$ cat src/rtl/hanoi_engine.sv
// Towers-of-Hanoi move engine: accepts one move request at a time, classifies
// it against the current peg stacks, commits legal moves and reports a result
// code through a valid/ready response channel.
module hanoi_engine #(
  parameter int S = 3,
  parameter int P = 3
) (
  input  logic                        clk,
  input  logic                        rst,
  input  logic                        mv_valid,
  output logic                        mv_ready,
  input  logic [$clog2(P)-1:0]        mv_fr,
  input  logic [$clog2(P)-1:0]        mv_to,
  output logic                        rsp_valid,
  input  logic                        rsp_ready,
  output logic [1:0]                  rsp_err,
  output logic                        done,
  output logic [15:0]                 move_cnt,
  output logic [P*$clog2(S+1)-1:0]    sp_o
);

  localparam int W = $clog2(S + 1);
  localparam int A = $clog2(P);
  localparam logic [A:0] PW = (A + 1)'(P);

  typedef enum logic [1:0] {
    IDLE  = 2'd0,
    CHECK = 2'd1,
    RESP  = 2'd2
  } state_e;

  typedef enum logic [1:0] {
    ERR_OK    = 2'd0,
    ERR_IDX   = 2'd1,
    ERR_EMPTY = 2'd2,
    ERR_ORDER = 2'd3
  } err_e;

  state_e         state;
  logic [A-1:0]   fr_q;
  logic [A-1:0]   to_q;
  logic [W-1:0]   stk [P][S];
  logic [W-1:0]   sp  [P];

  logic [W-1:0]   sp_fr;
  logic [W-1:0]   sp_to;
  logic [W-1:0]   top_fr;
  logic [W-1:0]   top_to;
  err_e           code;

  // Peg lookups are done by scanning rather than variable indexing so that
  // out-of-range peg indices and non-power-of-two depths stay well defined.
  always_comb begin
    sp_fr  = '0;
    sp_to  = '0;
    top_fr = '0;
    top_to = '0;
    for (int unsigned p = 0; p < P; p++) begin
      if (A'(p) == fr_q) begin
        sp_fr = sp[p];
        for (int unsigned i = 0; i < S; i++)
          if (W'(i) + 1'b1 == sp[p]) top_fr = stk[p][i];
      end
      if (A'(p) == to_q) begin
        sp_to = sp[p];
        for (int unsigned i = 0; i < S; i++)
          if (W'(i) + 1'b1 == sp[p]) top_to = stk[p][i];
      end
    end
    if ({1'b0, fr_q} >= PW || {1'b0, to_q} >= PW || fr_q == to_q)
      code = ERR_IDX;
    else if (sp_fr == '0)
      code = ERR_EMPTY;
    else if (sp_to != '0 && top_fr > top_to)
      code = ERR_ORDER;
    else
      code = ERR_OK;
  end

  // Control FSM together with the stack, pointer, counter and response registers.
  always_ff @(posedge clk) begin
    if (rst) begin
      state     <= IDLE;
      fr_q      <= '0;
      to_q      <= '0;
      mv_ready  <= 1'b1;
      rsp_valid <= 1'b0;
      rsp_err   <= '0;
      done      <= 1'b0;
      move_cnt  <= '0;
      for (int unsigned p = 0; p < P; p++) begin
        sp[p] <= (p == 0) ? W'(S) : '0;
        for (int unsigned i = 0; i < S; i++)
          stk[p][i] <= (p == 0) ? W'(S - i) : '0;
      end
    end else begin
      case (state)
        IDLE: begin
          if (mv_valid && mv_ready) begin
            fr_q     <= mv_fr;
            to_q     <= mv_to;
            mv_ready <= 1'b0;
            state    <= CHECK;
          end
        end
        CHECK: begin
          rsp_err   <= code;
          rsp_valid <= 1'b1;
          state     <= RESP;
          if (code == ERR_OK) begin
            for (int unsigned p = 0; p < P; p++) begin
              if (A'(p) == fr_q) sp[p] <= sp_fr - 1'b1;
              if (A'(p) == to_q) sp[p] <= sp_to + 1'b1;
              for (int unsigned i = 0; i < S; i++) begin
                if (A'(p) == fr_q && W'(i) + 1'b1 == sp_fr) stk[p][i] <= '0;
                if (A'(p) == to_q && W'(i) == sp_to)        stk[p][i] <= top_fr;
              end
            end
            if (move_cnt != '1) move_cnt <= move_cnt + 16'd1;
            if (to_q == A'(P - 1) && sp_to + 1'b1 == W'(S)) done <= 1'b1;
          end
        end
        RESP: begin
          if (rsp_ready) begin
            rsp_valid <= 1'b0;
            mv_ready  <= ~done;
            state     <= IDLE;
          end
        end
        default: state <= IDLE;
      endcase
    end
  end

  for (genvar g = 0; g < P; g++) begin : g_sp
    assign sp_o[g*W +: W] = sp[g];
  end

`ifdef FORMAL
  logic [7:0] sp_sum;

  // Ring conservation across all pegs.
  always_comb begin
    sp_sum = '0;
    for (int unsigned p = 0; p < P; p++) sp_sum = sp_sum + 8'(sp[p]);
  end

  // Structural invariants of the puzzle state.
  always_ff @(posedge clk) begin
    if (!rst) begin
      assert (sp_sum == 8'(S));
      for (int unsigned p = 0; p < P; p++) begin
        assert (sp[p] <= W'(S));
        for (int unsigned i = 1; i < S; i++)
          assert (stk[p][i] == '0 || stk[p][i] < stk[p][i-1]);
      end
      cover (done);
    end
  end
`endif

endmodule

$ cat config.mk
export PLATFORM = sky130hd
export DESIGN_NAME = hanoi_engine
export DESIGN_NICKNAME = d
export VERILOG_FILES = /design/src/rtl/hanoi_engine.sv
export SDC_FILE = /design/constraint.sdc
export NUM_CORES = 1
export LEC_CHECK = 0
export BUFFER_PORTS_ARGS = -buffer_cell sky130_fd_sc_hd__buf_2
export CAP_MARGIN = 30
export CORE_MARGIN = 5
export CORE_UTILIZATION = 35
export CTS_CLUSTER_DIAMETER = 100
export DETAILED_ROUTE_END_ITERATION = 12
export GPL_ROUTABILITY_DRIVEN = 1
export HOLD_SLACK_MARGIN = 0.1
export PLACE_DENSITY = 0.54
export RECOVER_POWER = 25
export SLEW_MARGIN = 15
export SYNTH_ARGS = -nofsm -noshare
export SYNTH_HDL_FRONTEND = slang
export SYNTH_SLANG_ARGS = --single-unit
export TNS_END_PERCENT = 100
$ cat constraint.sdc
create_clock -name clk -period 10.04 [get_ports clk]
set_input_delay 1.004 -clock clk [delete_from_list [all_inputs] [get_ports clk]]
set_output_delay 1.004 -clock clk [all_outputs]
set_load 0.1 [all_outputs]
==> results.ini <==
[timing]
hold_viol = 0
setup_viol = 0
fin_tns_setup_ns = 0
worst_pin_slew_ns = 1.87
final.setup_skew_ns = 0.00625
fmax_mhz = 233
rsz0062_at_grt = no
setup_ws_ns = 5.75
fin_crit_sh = 0.428
layout_min_cycle_time_ns = 4.29
drv_slew = 44
slew-limit-headroom = -0.249

[cts]
clk_pin_slew_ns = 0.09
numClockSinks = 51
cts_resized = 0
post_cts_buffers = 0
postCtsHoldBufs = 0
cts_buffer_depth = 2
cts-htree-levels = 2
cts_buffers = 5
worst_skew_pair.late_latency_ns = 0.31
cts_root_buf = clkbuf_8
cts_tree = done

[drt]
via_per_inst = 5.49
first_pass_iters = 5
wire_per_inst_um = 15.8
drtIter0Drc = 187
drc = 0
via_count = 2641
routed_wl_um = 7610
drt.antenna.violating_nets = 0

[die]
dieWidth_um = 104
rows = 34
die_area_sq_mm = 0.0108
ioPinCount = 35
initial_core_util = 0.356
core_sq_mm = 0.00868
die_h_um = 104

[yosys]
synth_edf_count = 24
syn_area_sq_mm = 0.00309
syn_area_per_cell_sq_um = 8.90
yosys_warnings = 0
synth.largest_area_cell = edfxtp_1
async_reset_ff_frac = 0
synth_cell_types = 53
yosysSeqAreaShare = 0.408
syn_nets = 365
synth_cells = 347
synth_area_leaders = edfxtp_1 (23%), dfxtp_1 (18%), nor2_1 (5.3%), a21oi_1 (4.2%), ha_1 (4.1%)
synth_top_area_frac = 0.233
ys_seq_elements = 51
synth_flop_cell = dfxtp_1

[cells_and_area]
syn2layout_area_growth_pct = 9.89
n_fill_cell = 923
diodes = 0
layout-drive-gt1-share = 0.113
layout.nets = 390

[critical_path]
cp-start-kind = register
crit_fanout = 10
worst_ep_arrival_time_ns = 4.28
worst_setup_path_end_kind = register
crit_required_ns = 10.03
critical_path_class = reg2reg

[global_routing]
overflow = 0
grt_util_met1 = 0.192
grt_max_degree = 44
busiest_layer = met2
grt_pass1_wl_um = 12800
antenna_found_initial = 0
grtUsageTotal = 0.142
grt.met3_usage = 0.0279
gr-usage-met2 = 0.229
grt_pass1_vias = 2568

[pwr]
power_density_mw_per_mm2 = 137
peakVddDrop_uv = 72.8
p_leak_nw = 1.20

[placed_design]
port-buffer-count = 34
dpl_worst_slack_ns = 5.78
dp_hpwl_um = 5640
gp_congestion = 0.845

[min_path]
hold_class = reg2reg

[run]
max_cap_viol_count = 1

[outcome]
violations = capacitance limit, slew limit
outcome = complete, but fails checks

cell families (layout without fill, tap and decap cells):
kind of cell | after synthesis | in the layout | share of synthesized area
AND/OR/NAND/NOR | 153 | 153 | 0.267
AO/OA/AOI/OAI | 79 | 79 | 0.160
flip-flops | 51 | 51 | 0.408
buffers and inverters | 31 | 57 | 0.0438
multiplexers | 20 | 20 | 0.0693
adder cells (fa/ha/maj) | 10 | 10 | 0.0405
XOR/XNOR | 3 | 3 | 0.0109
worst paths after layout:
path | startpoint | depth (start not counted) | slack, ns | end
worst max-delay path | sp[1][1]$_SDFFCE_PP0P_ | 11 | 5.75 | stk[0][7]$_SDFFCE_PN0P_
worst min-delay path | rsp_err[1]$_SDFFE_PP0P_ | 2 | 0.47 | rsp_err[1]$_SDFFE_PP0P_
worst max register to register | sp[1][1]$_SDFFCE_PP0P_ | 11 | 5.75 | stk[0][7]$_SDFFCE_PN0P_
worst min register to register | rsp_err[1]$_SDFFE_PP0P_ | 2 | 0.47 | rsp_err[1]$_SDFFE_PP0P_
report_power, final:
group | internal (mW) | leakage [nW] | switching (mW)
Sequential | 0.223 | 0.446 | 0.0118
Combinational | 0.0319 | 0.702 | 0.0670
Clock | 0.0647 | 0.0506 | 0.0679
through the flow:
step	std cells	utilization	area [sq um]	hold WS [ns]	total power [mW]
global route	481	0.391	3390	0.496	0.492
CTS	481	0.394	3420	0.471	0.470
detailed placement	473	0.382	3310	0.450	0.338
finish	481	0.391	3390	0.466	0.466
floorplan	347	-	3090	0.509	0.317
global placement	473	0.382	3310	0.455	0.337
cells in the final DEF (no fill, tap or decap), types with 5 or more instances in the layout:
cell type,instances
clkbuf_8,5
nand2b_1,7
or3_1,8
mux2i_1,9
ha_1,10
a211oi_1,6
dfxtp_1,27
clkbuf_1,20
edfxtp_1,24
nor2b_1,8
mux2_2,11
nand4_1,7
o21ai_0,15
a21oi_1,26
buf_2,16
nand3_1,18
inv_1,15
nor3_1,11
or4_1,6
nand2_1,19
nor2_1,44
layout make-up:
| class | instances | area, sq um | area share |
|---|---|---|---|
| Clock buffer | 8 | 101 | 0.0299 |
| Tap cell | 108 | 135 | 0.0398 |
| Inverter | 15 | 56.3 | 0.0166 |
| Timing Repair Buffer | 34 | 148 | 0.0435 |
| Sequential cell | 51 | 1260 | 0.372 |
| Multi-Input combinational cell | 265 | 1690 | 0.499 |
synthesized netlist by cell type, types with 2 or more instances:
library cell and count:
dfxtp_1 27, nand2_1 19, inv_1 15, mux2i_1 9, xor2_1 2, edfxtp_1 24, o21ai_0 15, a22oi_1 4
o31ai_1 4, nand4_1 7, or4_1 6, and3_1 3, nor2b_1 8, a21oi_1 26, nor3b_1 3, buf_6 2
a221oi_1 2, nor3_1 11, mux2_2 11, a211o_1 2, or2_2 2, nor2_1 44, buf_2 3, nor4_1 4
buf_1 2, a22o_1 2, clkbuf_1 9, a21o_1 2, a211oi_1 6, and3b_1 3, nand3_1 18, a31oi_1 4
or3_1 8, ha_1 10, nor3_2 2, o21bai_1 4, o21a_1 2, nand2b_1 7
sequential cells by signal (all words and copies together) (netlist names):
register   count
done           1
fr_q           2
move_cnt      16
mv_ready       1
rsp_err        2
rsp_valid      1
sp             6
state          2
stk           18
to_q           2
worst max-delay path, cell delays in order (launching register included):
cell and delay [ns]:
edfxtp_1 0.52, mux2_2 0.41, a211oi_1 0.29, nor3_1 0.12
nor2_1 0.58, inv_1 0.10, ha_1 0.32, nor2b_1 0.15
o21ai_1 0.30, nand3_1 0.40, or3_1 0.49, o21ai_0 0.31
routing by layer:
layer	vias to the layer above	share of wire
met2	62	0.48
met1	1243	0.47
met4	0	0.016
met3	9	0.038
li1	1327	-
met5	-	0
No activity file was read; power rests on OpenSTA's default activity.
